==> config.mk <==
export PLATFORM = sky130hd
export DESIGN_NAME = scarv_cop_ctx
export DESIGN_NICKNAME = d
export VERILOG_FILES = /design/src/rtl/scarv_cop_ctx_pkg.sv /design/src/rtl/scarv_cop_ffs16.sv /design/src/rtl/scarv_cop_ctx.sv
export SDC_FILE = /design/constraint.sdc
export NUM_CORES = 1
export LEC_CHECK = 0
export BUFFER_PORTS_ARGS = -buffer_cell sky130_fd_sc_hd__buf_2
export CAP_MARGIN = 40
export CORE_MARGIN = 4
export CORE_UTILIZATION = 30
export DETAILED_ROUTE_END_ITERATION = 7
export PLACE_DENSITY = 0.62
export SETUP_SLACK_MARGIN = 0.1
export SLEW_MARGIN = 20
export SYNTH_ARGS = -nofsm -noshare
export SYNTH_HDL_FRONTEND = slang
export SYNTH_SLANG_ARGS = --single-unit
==> constraint.sdc <==
create_clock -name g_clk -period 10.7 [get_ports g_clk]
set_input_delay 0.535 -clock g_clk [delete_from_list [all_inputs] [get_ports g_clk]]
set_output_delay 0.535 -clock g_clk [all_outputs]
set_load 0.005 [all_outputs]
==> src/rtl/scarv_cop_ctx_pkg.sv <==
// rtl/scarv_cop_ctx_pkg.sv - shared encodings for the COP context save/restore engine
package scarv_cop_ctx_pkg;

    localparam int unsigned CTX_NUM_CPR = 16;
    localparam int unsigned CTX_XLEN    = 32;

    typedef enum logic [1:0] {
        ST_IDLE = 2'd0,
        ST_REQ  = 2'd1,
        ST_RSP  = 2'd2,
        ST_DONE = 2'd3
    } ctx_state_t;

    localparam logic CTX_SAVE    = 1'b0;
    localparam logic CTX_RESTORE = 1'b1;

    // Word address of CPR idx inside a context block starting at base.
    function automatic logic [31:0] ctx_slot_offset(input logic [3:0] idx);
        return {26'd0, idx, 2'b00};
    endfunction

endpackage

==> src/rtl/scarv_cop_ffs16.sv <==
// rtl/scarv_cop_ffs16.sv - lowest-set-bit encoder for a 16-bit mask
module scarv_cop_ffs16 (
    input  logic [15:0] i_vec,
    output logic [3:0]  o_idx,
    output logic        o_any
);

    // Scan from the top down so the last hit is the lowest set bit.
    always_comb begin
        o_idx = 4'd0;
        for (int i = 15; i >= 0; i--) begin
            if (i_vec[i]) begin
                o_idx = 4'(i);
            end
        end
        o_any = |i_vec;
    end

endmodule

==> src/rtl/scarv_cop_ctx.sv <==
// rtl/scarv_cop_ctx.sv - CPR context save/restore engine between register file and memory
module scarv_cop_ctx
    import scarv_cop_ctx_pkg::*;
(
    input  logic        g_clk,
    input  logic        g_resetn,
    input  logic        ctx_valid,
    input  logic        ctx_op,
    input  logic [31:0] ctx_base,
    input  logic [15:0] ctx_mask,
    output logic        ctx_ready,
    output logic        ctx_error,
    output logic        crs_ren,
    output logic [3:0]  crs_addr,
    input  logic [31:0] crs_rdata,
    output logic [3:0]  crd_wen,
    output logic [3:0]  crd_addr,
    output logic [31:0] crd_wdata,
    output logic        mem_req,
    output logic        mem_wen,
    output logic [31:0] mem_addr,
    output logic [31:0] mem_wdata,
    output logic [3:0]  mem_ben,
    input  logic        mem_gnt,
    input  logic        mem_rvalid,
    input  logic [31:0] mem_rdata,
    input  logic        mem_error
);

    ctx_state_t  r_state;
    ctx_state_t  w_state_next;
    logic        r_op;
    logic [31:0] r_base;
    logic [15:0] r_remaining;
    logic        r_error;

    logic [15:0] w_ffs_in;
    logic [3:0]  w_idx;
    logic        w_any;
    logic [31:0] w_addr;
    logic [15:0] w_rem_clr;
    logic        w_misaligned;

    // In IDLE the encoder looks at the incoming mask so an empty mask is
    // detected on acceptance; afterwards it tracks the latched remaining set.
    assign w_ffs_in     = (r_state == ST_IDLE) ? ctx_mask : r_remaining;
    assign w_misaligned = (ctx_base[1:0] != 2'b00);
    assign w_addr       = r_base + ctx_slot_offset(w_idx);
    assign w_rem_clr    = r_remaining & ~(16'd1 << w_idx);

    scarv_cop_ffs16 u_ffs (
        .i_vec (w_ffs_in),
        .o_idx (w_idx),
        .o_any (w_any)
    );

    // State register; reset abandons any operation in flight.
    always_ff @(posedge g_clk) begin
        if (!g_resetn) begin
            r_state <= ST_IDLE;
        end else begin
            r_state <= w_state_next;
        end
    end

    // Operation context: op, base, bits still to transfer, sticky error.
    always_ff @(posedge g_clk) begin
        if (!g_resetn) begin
            r_op        <= CTX_SAVE;
            r_base      <= 32'd0;
            r_remaining <= 16'd0;
            r_error     <= 1'b0;
        end else begin
            case (r_state)
                ST_IDLE: begin
                    if (ctx_valid) begin
                        r_op        <= ctx_op;
                        r_base      <= ctx_base;
                        r_remaining <= w_misaligned ? 16'd0 : ctx_mask;
                        r_error     <= w_misaligned;
                    end
                end
                ST_RSP: begin
                    if (mem_rvalid) begin
                        if (mem_error) begin
                            r_error     <= 1'b1;
                            r_remaining <= 16'd0;
                        end else begin
                            r_remaining <= w_rem_clr;
                        end
                    end
                end
                ST_DONE: begin
                    r_error     <= 1'b0;
                    r_remaining <= 16'd0;
                end
                default: begin
                end
            endcase
        end
    end

    // Next state and all outputs; every output idles at zero.
    always_comb begin
        w_state_next = r_state;
        ctx_ready    = 1'b0;
        ctx_error    = 1'b0;
        crs_ren      = 1'b0;
        crs_addr     = 4'd0;
        crd_wen      = 4'd0;
        crd_addr     = 4'd0;
        crd_wdata    = 32'd0;
        mem_req      = 1'b0;
        mem_wen      = 1'b0;
        mem_addr     = 32'd0;
        mem_wdata    = 32'd0;
        mem_ben      = 4'd0;
        case (r_state)
            ST_IDLE: begin
                if (ctx_valid) begin
                    if (w_misaligned || !w_any) begin
                        w_state_next = ST_DONE;
                    end else begin
                        w_state_next = ST_REQ;
                    end
                end
            end
            ST_REQ: begin
                mem_req  = 1'b1;
                mem_wen  = (r_op == CTX_SAVE);
                mem_addr = w_addr;
                mem_ben  = 4'hF;
                if (r_op == CTX_SAVE) begin
                    crs_ren   = 1'b1;
                    crs_addr  = w_idx;
                    mem_wdata = crs_rdata;
                end
                if (mem_gnt) begin
                    w_state_next = ST_RSP;
                end
            end
            ST_RSP: begin
                if (mem_rvalid) begin
                    if (mem_error) begin
                        w_state_next = ST_DONE;
                    end else begin
                        if (r_op == CTX_RESTORE) begin
                            crd_wen   = 4'hF;
                            crd_addr  = w_idx;
                            crd_wdata = mem_rdata;
                        end
                        w_state_next = (w_rem_clr == 16'd0) ? ST_DONE : ST_REQ;
                    end
                end
            end
            ST_DONE: begin
                ctx_ready    = 1'b1;
                ctx_error    = r_error;
                w_state_next = ST_IDLE;
            end
            default: begin
                w_state_next = ST_IDLE;
            end
        endcase
    end

endmodule

==> results of run 1 <==
[critical path: cells and delay by family, from the launching register on]
family | cells | cell delay (ns)
flip-flops | 1 | 0.73
AO/OA/AOI/OAI | 4 | 1.01
buffers and inverters | 2 | 0.24
XOR/XNOR | 1 | 0.15
AND/OR/NAND/NOR | 7 | 1.66
adder cells (fa/ha/maj) | 2 | 0.63
[worst paths after layout]
kind         slack, ns      endpoint        from
max               5.44  mem_addr[16]  r_state[0]
min               0.46     r_base[1]   r_base[1]
max reg2reg       6.96    r_state[1]  r_state[0]
min reg2reg       0.46     r_base[1]   r_base[1]
[report_power, final]
| part | internal (mW) | switching (mW) |
|---|---|---|
| clock | 0.0878 | 0.0788 |
| sequential | 0.216 | 0.0320 |
| combinational | 0.123 | 0.198 |
| total | 0.426 | 0.309 |
[cell usage in the layout, fill, tap and decap left out, types with 3 or more instances in the layout]
cell type,instances
buf_2,235
nand2_1,95
and2_1,75
dfxtp_1,52
nor2_1,50
a21boi_0,35
a21oi_1,27
o21ai_0,16
inv_1,15
nor2b_1,15
nor3_1,13
xor2_1,13
nand3_1,10
xnor2_1,10
nand4_1,9
nor4_1,8
a21boi_1,8
o31ai_1,7
or3_1,7
buf_4,6
a21o_1,5
and3_1,5
clkbuf_16,5
or2_1,4
or4_1,4
o31a_1,4
nand2b_1,4
ha_1,4
a22oi_1,3
a221oi_1,3
o21ai_1,3
a31oi_1,3
o211a_1,3
[cell type report]
class / instances / area (um^2)
Sequential cell: 52 / 1040
Fill cell: 1440 / 7800
Multi-Input combinational cell: 472 / 2790
Clock inverter: 3 / 22.5
Inverter: 15 / 56.3
Timing Repair Buffer: 242 / 1240
Clock buffer: 5 / 125
Tap cell: 176 / 220
[per-layer routing]
layer,vias to the layer above,track usage [%],wire length [um]
li1,2396,-,-
met1,2192,23.6,6410
met2,277,32.4,7140
met3,23,4.97,1490
met4,0,6.31,394
met5,-,0,0
[metrics by stage]
step           power [mW]  utilization (%)
2_1_floorplan       0.460                -
6_report            0.735             41.4
5_1_grt             0.790             41.4
4_1_cts             0.743             41.2
3_3_place_gp        0.573             40.0
3_5_place_dp        0.572             40.1
[sequential cells by signal, indices dropped and copies added (netlist names)]
signal / flops
r_remaining: 16
r_state: 2
r_op: 1
r_base: 32
r_error: 1
[cells by family (layout without fill, tap and decap cells)]
| kind of cell | Yosys count | after routing | synth area share, % |
|---|---|---|---|
| fa+ha+maj | 5 | 5 | 1.71 |
| buf+inv | 57 | 265 | 6.45 |
| simple gates | 309 | 309 | 38.5 |
| xor+xnor | 23 | 23 | 4.92 |
| mux | 1 | 1 | 0.244 |
| compound gates | 134 | 134 | 22.8 |
| flops | 52 | 52 | 25.4 |
==> results.json, run 1 <==
{
  "outcome": "finished, final reports clean",
  "postRouteAntennaNets": 0,
  "grt_antenna_before_repair": 0,
  "cts_hold_buffers": 0,
  "buffers_on_ports": 235,
  "final_hold_viol_count": 0,
  "worst-endpoint-required_ns": 10.17,
  "area.growth.synth_to_final_pct": 34.3,
  "die_x_um": 125,
  "die_height_um": 125,
  "synth-edff-count": 0,
  "fin_skew_ns": 0.00546,
  "tcrit_tclk_final_pct": 49.1,
  "fmax_mhz": 190,
  "synth.cell_area_um2": 4100,
  "dp_worst_setup_slack_ns": 5.78,
  "cts_max_path_buffers": 2,
  "route.detailed.vias_per_inst": 5.07,
  "placedInstanceArea_um2": 5330,
  "detailed_place_hpwl_mm": 12.2,
  "holdWs_ns": 0.459,
  "post-route-cell-area_um2": 5500,
  "num_vias": 4888,
  "critical_path.startpoint_type": "register",
  "ys_types": 58,
  "grt_overflow": 0,
  "post_cts.repair.setup_buffers": 0,
  "critical_path.max_fanout": 18,
  "async_set_or_reset_register_ratio_after_synthesis_pct": 0,
  "boundaryPins": 236,
  "cts_root_buf": "clkbuf_16",
  "netlist.area_leader.share_pct": 25.4,
  "transition_time_of_the_tightest_slew_check_pin_ns": 0.813,
  "place_inst": 956,
  "largest_stage_delay_on_the_critical_path_ns": 0.73,
  "yosys_most_used_dff": "dfxtp_1",
  "path_cells": "or2_1, or4_4, a21oi_4, o32ai_1, and2_1, inv_1, ha_1, fa_1, a21o_1, a21oi_1, nor2_1, and2_1, nand4_1, xor2_1, nor2_1, buf_2",
  "routedWlPerCell_um": 16.0,
  "critical_path.endpoint_type": "output pin",
  "clkTransAtPathRegs_ns": 0.07,
  "gp_routability_congestion": 0.973,
  "timing_max_transition_violations_final": 0,
  "grt_pass1_wl_mm": 24.5,
  "cts-buffers-inserted": 5,
  "tritoncts_clock_tree": "yes",
  "ys_top_cells_by_count": "nand2_1 (95), and2_1 (75), dfxtp_1 (52)",
  "ff2ff_path_depth": 8,
  "critPathArrivalTime_ns": 4.72,
  "layout-drive-gt1-share_pct": 33.0,
  "postSynthRegisterBits": 52,
  "cts.repair.resized": 0,
  "detail_route.drc_violations": 0,
  "yosys_warnings": 0,
  "rows": 42,
  "grt_pass1_vias": 4665,
  "post_layout_nonfiller_instances": 965,
  "power_per_cell_area_nw_per_um2": 134,
  "p_leak_nw": 2.63,
  "power.ir.vdd_worst_mv": 0.0658,
  "syn_nets": 705,
  "drt-initial-drc-count": 340,
  "nets": 912,
  "synth.area.top_cells": "dfxtp_1 (25%), and2_1 (11%), nand2_1 (8.7%), a21boi_0 (6.4%), nor2_1 (4.7%)",
  "starting_density_of_the_core_pct": 30.8,
  "type_of_the_worst_min_delay_path": "reg -> reg",
  "layout_min_cycle_time_ns": 5.26,
  "maxCapViolations": 0,
  "finalSetupTns_ns": 0,
  "number_of_setup_violations_in_the_final_report": 0,
  "grt_max_degree": 54,
  "timing.final.ws_setup_ns": 5.44,
  "rsz0062_at_grt": "no",
  "drt_pre_antenna_iters": 5,
  "track_usage_pct": 19.1,
  "clk-insertion-delay-late_ns": 0.30,
  "wl_mm": 15.4,
  "netlist.top_cell.by_area": "dfxtp_1",
  "ys_seq_area_share_pct": 25.4,
  "syn-instance-count": 581,
  "slew_margin_rel_pct": 45.3,
  "core_region_area_um2": 13300,
  "worst_setup_path_type": "reg -> out",
  "total_die_area_um2": 15600,
  "worst_path_max_delay_cell": "dfxtp_1",
  "hold_path_depth": 2,
  "antennaDiodeCount": 0,
  "syn_area_per_cell_um2": 7.05,
  "clock_sinks": 52,
  "yosys.cell_count.top_type": "nand2_1",
  "cts_max_level": 2
}
Power figures use the tool's default switching activity.
==> inputs of run 2 (changes only) <==
--- a/config.mk
+++ b/config.mk
@@ -10,7 +10,7 @@
 export CORE_MARGIN = 4
 export CORE_UTILIZATION = 30
 export DETAILED_ROUTE_END_ITERATION = 7
-export PLACE_DENSITY = 0.62
+export PLACE_DENSITY = 0.65
 export SETUP_SLACK_MARGIN = 0.1
 export SLEW_MARGIN = 20
 export SYNTH_ARGS = -nofsm -noshare
==> constraint.sdc (replaced) <==
create_clock -name g_clk -period 4.5 [get_ports g_clk]
set_input_delay 0.225 -clock g_clk [delete_from_list [all_inputs] [get_ports g_clk]]
set_output_delay 0.225 -clock g_clk [all_outputs]
set_load 0.005 [all_outputs]
==> results.json, run 2 (same netlist as run 1, synthesis figures left out) <==
{
  "outcome": "finished, final reports clean",
  "final_cell_mix": "buf_2 (235), nand2_1 (93), and2_1 (74)",
  "cts_max_path_buffers": 2,
  "transition_time_of_the_tightest_slew_check_pin_ns": 0.759,
  "grt_pass1_wl_mm": 23.6,
  "relative_contribution_of_the_clock_network_to_total_power_pct": 22.0,
  "antennaDiodeCount": 0,
  "num-fill-cells": 1408,
  "cts_hold_buffers": 0,
  "total_die_area_um2": 15600,
  "grt_overflow": 0,
  "layout-drive-gt1-share_pct": 34.3,
  "final_hold_viol_count": 0,
  "core_region_area_um2": 13300,
  "fin_skew_ns": 0.00559,
  "p_sw_share_pct": 41.5,
  "sequential_group_share_of_total_power_pct": 32.8,
  "slew_margin_rel_pct": 48.9,
  "largest_register_ff_count": 32,
  "grt_pass1_vias": 4674,
  "gp_routability_congestion": 0.969,
  "drt-initial-drc-count": 408,
  "detail_route.drc_violations": 0,
  "number_of_setup_violations_in_the_final_report": 0,
  "p_leak_nw": 2.66,
  "post_cts.repair.setup_buffers": 0,
  "postRouteAntennaNets": 0,
  "timing_max_transition_violations_final": 0,
  "wl_mm": 15.2,
  "grt_antenna_before_repair": 0,
  "buffers_on_ports": 235,
  "power_per_cell_area_nw_per_um2": 318,
  "clk-insertion-delay-late_ns": 0.30,
  "grt_max_degree": 54,
  "critical_path.endpoint_type": "output pin",
  "cts-buffers-inserted": 5,
  "starting_density_of_the_core_pct": 30.8,
  "worst-endpoint-required_ns": 4.28,
  "power_mw": 1.77,
  "power.share.combinational_pct": 45.2,
  "routedWlPerCell_um": 15.7,
  "num_vias": 4892,
  "die_x_um": 125,
  "area.growth.synth_to_final_pct": 36.0,
  "largestRegisters": "r_base (32), r_remaining (16), r_state (2)",
  "power.ir.vdd_worst_mv": 0.174,
  "mostFrequentLayoutCell": "buf_2",
  "p_switching_mw": 0.735,
  "worst_setup_path_type": "reg -> out",
  "detailed_place_hpwl_mm": 12.2,
  "cts_root_buf": "clkbuf_16",
  "route.detailed.vias_per_inst": 5.04,
  "critical_path.startpoint_type": "register",
  "track_usage_pct": 18.4,
  "clkTransAtPathRegs_ns": 0.07,
  "critical_path.max_fanout": 11,
  "maxCapViolations": 0,
  "cts_max_level": 2,
  "rows": 42,
  "type_of_the_worst_min_delay_path": "in -> reg",
  "tritoncts_clock_tree": "yes",
  "fmax_mhz": 245,
  "tcrit_tclk_final_pct": 90.8,
  "finalSetupTns_ns": 0,
  "layout_min_cycle_time_ns": 4.09,
  "boundaryPins": 236,
  "max_flop_register": "r_base",
  "nets": 918,
  "drt_pre_antenna_iters": 6,
  "critPathArrivalTime_ns": 3.86,
  "rsz0062_at_grt": "no",
  "clock_sinks": 52,
  "die_height_um": 125,
  "internal-power_mw": 1.04
}
==> run 2: path summary, 6_finish.rpt <==
kind	from	to	slack (ns)	cells after the start
hold reg to reg	r_base[1]	r_base[1]	0.46	2
hold / removal	ctx_base[28]	r_base[28]	0.17	3
setup reg to reg	r_state[1]	r_state[1]	1.12	8
setup / recovery	r_state[1]	mem_addr[15]	0.41	15
==> run 2: power by group through the flow <==
stage                     Sequential (mW)  Clock (mW)  Combinational [mW]
after floorplan                     0.562           0               0.531
after global placement              0.588           0               0.791
after detailed placement            0.589           0               0.789
after CTS                           0.578       0.400               0.792
after global routing                0.590       0.417               0.899
final                               0.581       0.390               0.801
==> run 2: timing repair <==
item / CTS / global route
endpoints found under the hold margin: 0 / 0
resized for setup: 0 / 6
endpoints found under the setup margin: 0 / 18
==> run 2: metal layers <==
metal / vias up / global-route usage [%] / wire length [um]
met5: - / 0 / 0
met4: 0 / 5.61 / 446
met3: 35 / 3.82 / 1500
met2: 301 / 32.3 / 7150
met1: 2160 / 22.7 / 6120
li1: 2396 / - / -
==> run 2: area by class of cell <==
| class | count | area (um^2) | area share [%] |
|---|---|---|---|
| clock buffers | 6 | 129 | 2.31 |
| well taps | 176 | 220 | 3.95 |
| repair buffers | 248 | 1290 | 23.1 |
| inverters | 15 | 56.3 | 1.01 |
| clock inverters | 2 | 16.3 | 0.292 |
| flip-flops and latches | 52 | 1040 | 18.7 |
| multi-input cells | 472 | 2820 | 50.6 |
==> run 2: worst max-delay path, stage by stage, from the launching register on <==
cell and delay, ns:
dfxtp_1 0.43, or4_1 0.57, o31a_1 0.18, a211o_1 0.30, a21o_1 0.21, nand2_2 0.16
inv_1 0.09, ha_1 0.27, a21o_1 0.10, a21oi_1 0.07, nor2b_1 0.17, o21ba_2 0.24
nand2_2 0.16, or3_1 0.34, a21oi_1 0.14, buf_2 0.12
==> run 2: metrics by stage <==
stage	hold slack, ns	instances	util (%)	instance area, um^2	setup slack [ns]
2_1_floorplan	0.351	581	-	4100	0.804
3_3_place_gp	0.450	961	40.4	5380	0.577
3_5_place_dp	0.459	962	40.5	5390	0.486
4_1_cts	0.170	970	41.6	5530	0.161
5_1_grt	0.168	971	41.9	5570	0.157
6_report	0.169	971	41.9	5570	0.415
